## src/rtl/melody_pkg.sv

```systemverilog
// Shared definitions for the melody sequencer: FSM states, song ROM entry
// layout and a helper that packs a ROM entry from its fields.
package melody_pkg;

   typedef enum logic [2:0] {
      IDLE  = 3'd0,
      FETCH = 3'd1,
      PLAY  = 3'd2,
      GAP   = 3'd3,
      DONE  = 3'd4
   } state_t;

   // Entry layout: [11] last, [10:9] pitch, [8:5] note, [4:0] dur
   localparam int ENTRY_W    = 12;
   localparam int LAST_BIT   = 11;
   localparam int PITCH_LSB  = 9;
   localparam int PITCH_W    = 2;
   localparam int NOTE_LSB   = 5;
   localparam int NOTE_W     = 4;
   localparam int DUR_LSB    = 0;
   localparam int DUR_W      = 5;

   localparam int SONG_DEPTH = 64;
   localparam int IDX_W      = 6;
   localparam int SEL_W      = 2;
   localparam int ADDR_W     = SEL_W + IDX_W;

   localparam logic [NOTE_W-1:0] NOTE_REST = '0;

   function automatic logic [ENTRY_W-1:0] make_entry(
      input logic               last,
      input logic [PITCH_W-1:0] pitch,
      input logic [NOTE_W-1:0]  note,
      input logic [DUR_W-1:0]   dur
   );
      return {last, pitch, note, dur};
   endfunction

endpackage

```

## src/rtl/melody_rom.sv

```systemverilog
// 256x12 song ROM, four songs of 64 entries each, synchronous read with
// one cycle of latency.
//   song 0: C4 p1 d2, rest d1, G4 p2 d3 (last)
//   song 1: note 3 p1 with dur=0 (played as one tick), last
//   song 2: 64 one-tick notes cycling 1..4 at p1, no last flag anywhere
//   song 3: note 9 p1 d1, note 7 p2 d1, note 12 p3 d2 (last)
module melody_rom
   import melody_pkg::*;
(
   input  logic              clk,
   input  logic [ADDR_W-1:0] addr,
   output logic [ENTRY_W-1:0] data
);

   function automatic logic [ENTRY_W-1:0] rom_word(input logic [ADDR_W-1:0] a);
      logic [SEL_W-1:0] song;
      logic [IDX_W-1:0] idx;
      logic [ENTRY_W-1:0] w;
      song = a[ADDR_W-1:IDX_W];
      idx  = a[IDX_W-1:0];
      w    = '0;
      case (song)
         2'd0: begin
            case (idx)
               6'd0:    w = make_entry(1'b0, 2'd1, 4'd1, 5'd2);
               6'd1:    w = make_entry(1'b0, 2'd0, NOTE_REST, 5'd1);
               6'd2:    w = make_entry(1'b1, 2'd2, 4'd5, 5'd3);
               default: w = '0;
            endcase
         end
         2'd1: begin
            case (idx)
               6'd0:    w = make_entry(1'b1, 2'd1, 4'd3, 5'd0);
               default: w = '0;
            endcase
         end
         2'd2: begin
            w = make_entry(1'b0, 2'd1, {2'b00, idx[1:0]} + 4'd1, 5'd1);
         end
         default: begin
            case (idx)
               6'd0:    w = make_entry(1'b0, 2'd1, 4'd9, 5'd1);
               6'd1:    w = make_entry(1'b0, 2'd2, 4'd7, 5'd1);
               6'd2:    w = make_entry(1'b1, 2'd3, 4'd12, 5'd2);
               default: w = '0;
            endcase
         end
      endcase
      return w;
   endfunction

   // Registered read: data for addr appears after the next clock edge
   always_ff @(posedge clk) begin
      data <= rom_word(addr);
   end

endmodule

```

## src/rtl/melody_sequencer.sv

```systemverilog
// Melody sequencer: steps through a song in melody_rom and drives the tone
// generator's note/pitch inputs, with an optional silent gap after each note.
// Optional feature macro: MELODY_LOOP_EN -- when defined, a finished song
// restarts from entry 0 (done pulses on each wrap) instead of returning to IDLE.
//
// Handshake: start/stop are plain levels. start is only looked at in IDLE
// (stop wins if both are high); stop aborts from any busy state on the next
// edge without a done pulse. done is a one-cycle pulse, busy is a level.
module melody_sequencer
   import melody_pkg::*;
#(
   parameter int CLK_HZ    = 50_000_000,
   parameter int TICK_HZ   = 16,
   parameter int GAP_TICKS = 1
) (
   input  logic               clk,
   input  logic               rst,
   input  logic               start,
   input  logic               stop,
   input  logic [SEL_W-1:0]   song_sel,
   output logic [NOTE_W-1:0]  note,
   output logic [PITCH_W-1:0] pitch,
   output logic               busy,
   output logic               done
);

   localparam int TICK_DIV = CLK_HZ / TICK_HZ;
   localparam int TICK_W   = $clog2(TICK_DIV);
   localparam int GAP_W    = $clog2(GAP_TICKS + 2);
   localparam logic [TICK_W-1:0] TICK_MAX = TICK_W'(TICK_DIV - 1);
   localparam logic [IDX_W-1:0]  IDX_LAST = IDX_W'(SONG_DEPTH - 1);

   state_t               state_q, state_d;
   logic [SEL_W-1:0]     sel_q, sel_d;
   logic [IDX_W-1:0]     idx_q, idx_d;
   logic [TICK_W-1:0]    tick_cnt_q, tick_cnt_d;
   logic [DUR_W-1:0]     dur_cnt_q, dur_cnt_d;
   logic [GAP_W-1:0]     gap_cnt_q, gap_cnt_d;
   logic [NOTE_W-1:0]    note_q, note_d;
   logic [PITCH_W-1:0]   pitch_q, pitch_d;
   logic                 last_q, last_d;
   logic                 wrap_q, wrap_d;

   logic                 tick;
   logic                 end_chk;
   logic [DUR_W-1:0]     rom_dur;
   logic [ADDR_W-1:0]    rom_addr;
   logic [ENTRY_W-1:0]   rom_data;

   // The ROM is addressed with next-state values so the entry is ready
   // during the FETCH cycle and can be captured on the edge leaving it.
   melody_rom u_rom (
      .clk  (clk),
      .addr (rom_addr),
      .data (rom_data)
   );

   assign rom_dur = rom_data[DUR_LSB +: DUR_W];

   // State register and all counters
   always_ff @(posedge clk or posedge rst) begin
      if (rst) begin
         state_q    <= IDLE;
         sel_q      <= '0;
         idx_q      <= '0;
         tick_cnt_q <= '0;
         dur_cnt_q  <= '0;
         gap_cnt_q  <= '0;
         note_q     <= '0;
         pitch_q    <= '0;
         last_q     <= 1'b0;
         wrap_q     <= 1'b0;
      end else begin
         state_q    <= state_d;
         sel_q      <= sel_d;
         idx_q      <= idx_d;
         tick_cnt_q <= tick_cnt_d;
         dur_cnt_q  <= dur_cnt_d;
         gap_cnt_q  <= gap_cnt_d;
         note_q     <= note_d;
         pitch_q    <= pitch_d;
         last_q     <= last_d;
         wrap_q     <= wrap_d;
      end
   end

   // Next-state logic: tick generation, per-state counters, end-of-note check
   always_comb begin
      state_d    = state_q;
      sel_d      = sel_q;
      idx_d      = idx_q;
      tick_cnt_d = tick_cnt_q;
      dur_cnt_d  = dur_cnt_q;
      gap_cnt_d  = gap_cnt_q;
      note_d     = note_q;
      pitch_d    = pitch_q;
      last_d     = last_q;
      wrap_d     = 1'b0;
      end_chk    = 1'b0;

      tick = ((state_q == PLAY) || (state_q == GAP)) && (tick_cnt_q == TICK_MAX);
      if ((state_q == PLAY) || (state_q == GAP)) begin
         tick_cnt_d = tick ? '0 : tick_cnt_q + 1'b1;
      end

      case (state_q)
         IDLE: begin
            if (start && !stop) begin
               sel_d   = song_sel;
               idx_d   = '0;
               state_d = FETCH;
            end
         end
         FETCH: begin
            note_d    = rom_data[NOTE_LSB +: NOTE_W];
            pitch_d   = rom_data[PITCH_LSB +: PITCH_W];
            last_d    = rom_data[LAST_BIT];
            dur_cnt_d = (rom_dur == '0) ? DUR_W'(1) : rom_dur;
            state_d   = PLAY;
         end
         PLAY: begin
            if (tick) begin
               dur_cnt_d = dur_cnt_q - 1'b1;
               if (dur_cnt_q == DUR_W'(1)) begin
                  if (GAP_TICKS > 0) begin
                     gap_cnt_d = GAP_W'(GAP_TICKS);
                     state_d   = GAP;
                  end else begin
                     end_chk = 1'b1;
                  end
               end
            end
         end
         GAP: begin
            if (tick) begin
               gap_cnt_d = gap_cnt_q - 1'b1;
               if (gap_cnt_q == GAP_W'(1)) begin
                  end_chk = 1'b1;
               end
            end
         end
         DONE: begin
            state_d = IDLE;
         end
         default: begin
            state_d = IDLE;
         end
      endcase

      // End-of-entry decision, taken on the same edge that leaves PLAY/GAP;
      // entry 63 ends the song even without its last flag.
      if (end_chk) begin
         if (last_q || (idx_q == IDX_LAST)) begin
`ifdef MELODY_LOOP_EN
            idx_d   = '0;
            wrap_d  = 1'b1;
            state_d = FETCH;
`else
            state_d = DONE;
`endif
         end else begin
            idx_d   = idx_q + 1'b1;
            state_d = FETCH;
         end
      end

      // Each note starts with a full tick period
      if ((state_d == FETCH) && (state_q != FETCH)) begin
         tick_cnt_d = '0;
      end

      if (stop && (state_q != IDLE)) begin
         state_d = IDLE;
         wrap_d  = 1'b0;
      end

      rom_addr = {sel_d, idx_d};
   end

   // Outputs decoded from the current state; silent everywhere except PLAY
   always_comb begin
      note  = '0;
      pitch = '0;
      if (state_q == PLAY) begin
         note  = note_q;
         pitch = pitch_q;
      end
      busy = (state_q != IDLE);
      done = (state_q == DONE) || wrap_q;
   end

endmodule

```

## config.mk

```make
export PLATFORM = sky130hd
export DESIGN_NAME = melody_sequencer
export DESIGN_NICKNAME = d
export VERILOG_FILES = /design/src/rtl/melody_pkg.sv /design/src/rtl/melody_rom.sv /design/src/rtl/melody_sequencer.sv
export SDC_FILE = /design/constraint.sdc
export NUM_CORES = 1
export LEC_CHECK = 0
export ABC_AREA = 1
export CORE_AREA = 2 2 110 112
export CTS_CLUSTER_SIZE = 30
export DETAILED_ROUTE_END_ITERATION = 6
export DIE_AREA = 0 0 112 114
export PLACE_DENSITY_LB_ADDON = 0.12
export SYNTH_ARGS = -nofsm -noshare
export SYNTH_HDL_FRONTEND = slang
export SYNTH_SLANG_ARGS = --single-unit
```

## constraint.sdc

```tcl
create_clock -name clk -period 2.66 [get_ports clk]
set_clock_uncertainty 0.05 [all_clocks]
set_input_delay 0.532 -clock clk [delete_from_list [all_inputs] [get_ports clk]]
set_output_delay 0.532 -clock clk [all_outputs]
set_load 0.02 [all_outputs]
```

==> flow_metrics.py, run 1 <==
metrics = {
    "sta": {
        "finalMaxSlewViolations": 0,
        "slew_headroom_pct": 51.8,
        "fin_ws_ns": 0.133,
        "setup_violations": 0,
        "rsz0062_at_grt": "no",
        "fin_setup_tns_ns": 0,
        "hold_viol_final": 0,
        "finalCritPeriodShare_pct": 95.0,
        "min_period_ns": 2.53,
        "max_freq_mhz": 396,
        "worst_pin_slew_ns": 0.722,
    },
    "detailed_routing": {
        "wl_per_cell_um": 13.7,
        "wirelength_mm": 8.88,
        "drtAntennaViolNets": 0,
        "first_pass_iters": 4,
        "routed_via_density": 4.65,
        "drt_iter0_drc": 149,
        "num_vias": 3015,
        "drc": 0,
    },
    "floorplan": {
        "die_area_sq_um": 12800,
        "fp.dieH_um": 114,
        "io_pins": 14,
        "core_area_sq_um": 11700,
        "rows": 40,
        "die_w_um": 112,
        "start_util_pct": 31.0,
    },
    "cts": {
        "insertion_delay_ns": 0.30,
        "cts_root_buffer": "clkbuf_16",
        "tritoncts": "built",
        "clk_pin_slew_ns": 0.08,
        "cts_buffers": 5,
        "cts.sinks": 56,
        "clock_path_buffers": 2,
        "cts.htree.levels": 2,
    },
    "synthesis": {
        "synth-edff-count": 0,
        "synth_fp_nets": 490,
        "yosysTopAreaCell": "dfrtp_1",
        "yosysSeqAreaShare_pct": 37.4,
        "async_reset_ff_share_pct": 83.9,
        "synthFlopType": "dfrtp_1",
        "netlist_top_cells_area": "dfrtp_1 (32%), nand2_1 (9.9%), nand3_1 (6.5%), inv_1 (5.9%), nor2_1 (5.7%)",
        "syn-cell-area_sq_um": 3630,
        "synthTopCellsByCount": "nand2_1 (96), inv_1 (57), nor2_1 (55)",
        "synth_top_area_share_pct": 32.4,
        "yosys_register_bits": 56,
        "yosysMostFrequentCell": "nand2_1",
        "yosysWarnings": 0,
        "syn_avg_cell_area_sq_um": 7.63,
        "synth_cells": 475,
        "ys_types": 46,
    },
    "critical_path": {
        "worstPathArrival_ns": 1.95,
        "criticalPathCategory": "register to primary output",
        "start_kind": "register",
        "critical-path-top-delay-family": "buffers and inverters",
        "required_ns": 2.08,
        "crit_path_cell_trace": "nor3_2 > clkinv_2 > nor2_1 > clkdlybuf4s50_1",
        "endpoint_kind": "primary output",
        "critPathSlowestCell": "clkdlybuf4s50_1",
        "cpPeakStageDelay_ns": 0.61,
        "critical_path.max_fanout": 7,
        "cp_num_buf_inv": 2,
    },
    "global_route": {
        "grt_max_degree": 32,
        "grt_pass1_wl_mm": 15.2,
        "antenna_found_initial": 0,
        "grt_usage_pct": 15.2,
        "grt_pass1_vias": 3089,
        "overflow": 0,
    },
    "final_layout": {
        "fin_nets": 515,
        "drive_gt1_share_pct": 17.2,
        "area_delta_synth_final_pct": 14.4,
        "stdcell_area_sq_um": 4150,
        "antenna_cells": 0,
    },
    "power_and_ir_drop": {
        "p_per_area_nw_per_um2": 544,
        "vdd_ir_drop_max_mv": 0.289,
        "p_leak_uw": 0.00198,
    },
    "placed_design": {
        "post-dp-hpwl_mm": 6.81,
        "io_buffer_count": 13,
        "place_area_sq_um": 3980,
        "place_congestion": 0.927,
        "post-place-ws_ns": -0.0247,
    },
    "run": {
        "max_cap_viol_count": 0,
    },
    "outcome": {
        "outcome": "completed",
    },
    "hold_path": {
        "min_path_type": "register to register",
    },
}
## logic make-up after synthesis
kind of cell,share of synthesized area [%]
AND/OR/NAND/NOR,38.1
buffers and inverters,9.45
AO/OA/AOI/OAI,7.38
adder cells (fa/ha/maj),3.11
flip-flops,37.4
XOR/XNOR,4.59
## routing by layer
metal / track usage [%] / share of wire [%] / vias to the layer above
met5: 0 / 0 / -
met4: 5.77 / 2.6 / 0
met3: 2.55 / 1.6 / 16
met2: 27.0 / 49 / 25
met1: 18.4 / 46 / 1399
li1: - / - / 1575
## stage by stage
step | hold WS (ns) | power [uW] | instances | util (%)
3_3_place_gp | 0.394 | 1590 | 639 | 34.0
5_1_grt | 0.423 | 2430 | 648 | 35.4
4_1_cts | 0.396 | 2310 | 647 | 35.3
2_1_floorplan | 0.359 | 1420 | 475 | -
6_report | 0.396 | 2260 | 648 | 35.4
3_5_place_dp | 0.385 | 1580 | 639 | 34.0
## flip-flops by register name, summed over array words and instances (netlist names), 2 cells and up
signal and count:
u_rom.data 9, pitch_q 2, idx_q 6, gap_cnt_q 2
state_q 3, tick_cnt_q 22, sel_q 2, note_q 4
dur_cnt_q 5
## final timing paths
kind,from,endpoint,slack [ns],depth (start not counted)
worst max-delay path,state_q[2],note[0],0.13,4
worst min-delay path,u_rom.data[11],last_q,0.40,2
worst max register to register,idx_q[0],u_rom.data[5],0.26,14
worst min register to register,u_rom.data[11],last_q,0.40,2
max in group asynchronous,rst,dur_cnt_q[3],1.29,3
min in group asynchronous,rst,tick_cnt_q[6],0.63,2
## placed cells by master, fill, tap and decap left out, drive strengths merged, types with 2 or more instances in the layout
master and n:
nand3 58, nand3b 3, inv 68, ha 9, clkinv 4, buf 16
xnor2 2, nor2 65, o21ai 28, nor3 14, clkbuf 5, dfxtp 9
dfrtp 47, nand4 13, o211ai 2, nor4 3, a21o 2, clkdlybuf4s50 13
or2 2, nand2 110, xor2 17, a21oi 5
## repair_timing
action,in CTS,in global routing
endpoints found under the setup margin,6,14
gates resized for setup,2,2
endpoints found under the hold margin,0,0
buffers inserted,0,1
hold buffers,0,0
## worst min-delay path: cells and delay by family (launching register included)
family | cells | cell delay, ns
simple gates | 2 | 0.10
flops | 1 | 0.31
## final cells by class
class / instances / area, sq um
Inverter: 69 / 260
Sequential cell: 56 / 1360
Clock inverter: 3 / 23.8
Tap cell: 147 / 184
Clock buffer: 5 / 125
Timing Repair Buffer: 29 / 263
Multi-Input combinational cell: 339 / 1940
Fill cell: 1274 / 7560
## power breakdown
part / internal, uW / leakage, uW / switching, uW
combinational: 183 / 0.00119 / 338
sequential: 973 / 0.000710 / 65.8
clock: 358 / 0.0000751 / 339
No activity file was read; power rests on OpenSTA's default activity.
==> run 2: changes to the inputs <==
- CORE_AREA: 2 2 110 112 -> 2 2 126 98
- DIE_AREA: 0 0 112 114 -> 0 0 128 100
==> run 2 against run 1 <==
Setup slack improved by 0.016 ns. Combinational power up 2%. Utilization grew 0.30 points. Global-route usage about the same. Critical endpoint is now note[3].
==> flow_metrics.py, run 2 (synthesized netlist as in run 1, its figures left out) <==
metrics = {
    "critical_path": {
        "critical_path.max_fanout": 9,
        "endpoint_kind": "primary output",
        "ff2ff_path_depth": 15,
        "cpPeakStageDelay_ns": 0.62,
        "critPathSlowestCell": "clkdlybuf4s50_1",
        "r2r-start": "tick_cnt_q[1]",
        "start_kind": "register",
        "criticalPathCategory": "register to primary output",
        "cp_num_buf_inv": 2,
        "timing.reg2reg.setup_slack_ns": 0.25,
        "crit_path_cell_trace": "nor3_2 > clkinv_2 > nor2_1 > clkdlybuf4s50_1",
        "worstPathArrival_ns": 1.93,
        "worstReg2RegEnd": "u_rom.data[5]",
        "path_depth": 4,
        "required_ns": 2.08,
        "critical-path-top-delay-family": "buffers and inverters",
    },
    "cts": {
        "tritoncts": "built",
        "postCtsSetupRepairBufs": 0,
        "cts_root_buffer": "clkbuf_16",
        "cts_resized": 2,
        "insertion_delay_ns": 0.30,
        "ctsHoldBuffers": 0,
        "clock_path_buffers": 2,
        "cts.sinks": 56,
        "cts.htree.levels": 2,
        "clk_pin_slew_ns": 0.07,
        "cts_buffers": 5,
    },
    "final_layout": {
        "antenna_cells": 0,
        "top_regs": "tick_cnt_q: 22 flops, u_rom.data: 9 flops, idx_q: 6 flops",
        "largest-register": "tick_cnt_q",
        "fin_nets": 520,
        "largest_reg_flops": 22,
        "area_delta_synth_final_pct": 15.6,
        "mostFrequentLayoutCells": "nand2_1 (96), inv_1 (56), nor2_1 (55)",
        "drive_gt1_share_pct": 17.4,
        "layout_commonest_cell": "nand2_1",
    },
    "placed_design": {
        "io_buffer_count": 13,
        "post-place-ws_ns": 0.0551,
        "place_congestion": 0.856,
        "post-dp-hpwl_mm": 7.01,
    },
    "detailed_routing": {
        "routed_via_density": 4.63,
        "dr_wl_met3_um": 372,
        "num_vias": 3026,
        "drc": 0,
        "wirelength_mm": 9.02,
        "wl_met1_mm": 5.21,
        "wl_met2_mm": 3.37,
        "first_pass_iters": 5,
        "drtAntennaViolNets": 0,
        "dr.max_layer_used": "met4",
        "drt_iter0_drc": 224,
        "wl_per_cell_um": 13.8,
    },
    "floorplan": {
        "io_pins": 14,
        "start_util_pct": 30.9,
        "die_w_um": 128,
        "rows": 35,
        "core_area_sq_um": 11700,
        "die_area_sq_um": 12800,
        "fp.dieH_um": 100,
    },
    "sta": {
        "hold_viol_final": 0,
        "finalCritPeriodShare_pct": 94.4,
        "min_period_ns": 2.51,
        "setup_violations": 0,
        "fin_ws_ns": 0.149,
        "fin_setup_tns_ns": 0,
        "rsz0062_at_grt": "no",
        "finalMaxSlewViolations": 0,
        "worst_pin_slew_ns": 0.817,
        "slew_headroom_pct": 45.0,
        "max_freq_mhz": 398,
    },
    "outcome": {
        "outcome": "completed",
    },
    "run": {
        "max_cap_viol_count": 0,
    },
    "hold_path": {
        "hold_depth": 2,
        "min-delay-start": "u_rom.data[11]",
        "min_path_type": "register to register",
        "whs_endpoint": "last_q",
    },
    "global_route": {
        "overflow": 0,
        "grt_usage_pct": 15.1,
        "grt_pass1_wl_mm": 15.3,
        "grt_max_degree": 48,
        "antenna_found_initial": 0,
        "grt_pass1_vias": 2916,
    },
    "power_and_ir_drop": {
        "p_leak_uw": 0.00200,
        "vdd_ir_drop_max_mv": 0.257,
        "p_per_area_nw_per_um2": 547,
    },
}
==> run 2: cell count changes in the layout (fill, tap and decap cells not counted) <==
cell / change
inv_6: -2
o21ai_2: -1
clkbuf_16: +1
o21ai_0: -1
o21ai_1: +2
clkbuf_1: +2
inv_4: -1
buf_4: +5
==> run 2: worst max-delay path by stage <==
stage | from | endpoint | slack (ns)
2_1_floorplan | tick_cnt_q[0] | u_rom.data[5] | 0.39
3_3_place_gp | start | u_rom.data[5] | 0.1
3_5_place_dp | stop | u_rom.data[5] | 0.06
4_1_cts | tick_cnt_q[1] | u_rom.data[5] | 0.09
5_1_grt | tick_cnt_q[1] | u_rom.data[5] | 0.002
6_report | state_q[0] | note[3] | 0.15
==> run 2: cell type report <==
cell class,count,area [sq um]
Clock buffer,8,158
Timing Repair Buffer,34,300
Multi-Input combinational cell,339,1930
Tap cell,148,185
Inverter,69,260
Fill cell,1237,7540
Sequential cell,56,1360
==> run 2: worst min-delay path, cell delays in order, from the launching register on <==
cell and delay [ns]:
dfxtp_1 0.30, nand2_1 0.05, nand2_1 0.05
==> run 2: power by group <==
part	switching, uW	internal (uW)	leakage [uW]
clock	308	409	0.0000763
combinational	340	189	0.00122
sequential	72.7	974	0.000710
==> run 2: through the flow <==
stage,instance area (sq um),utilization (%),hold slack (ns),instances,power [uW]
6_report,4190,35.7,0.384,654,2290
3_3_place_gp,4030,34.3,0.374,646,1590
4_1_cts,4190,35.7,0.388,654,2320
2_1_floorplan,3630,-,0.359,475,1420
3_5_place_dp,4030,34.3,0.377,646,1590
5_1_grt,4190,35.7,0.404,654,2440
==> run 2: metal layers <==
metal	vias up	global-route usage, %
met3	4	2.29
li1	1577	-
met2	56	19.9
met4	0	3.38
met5	-	0
met1	1389	25.1
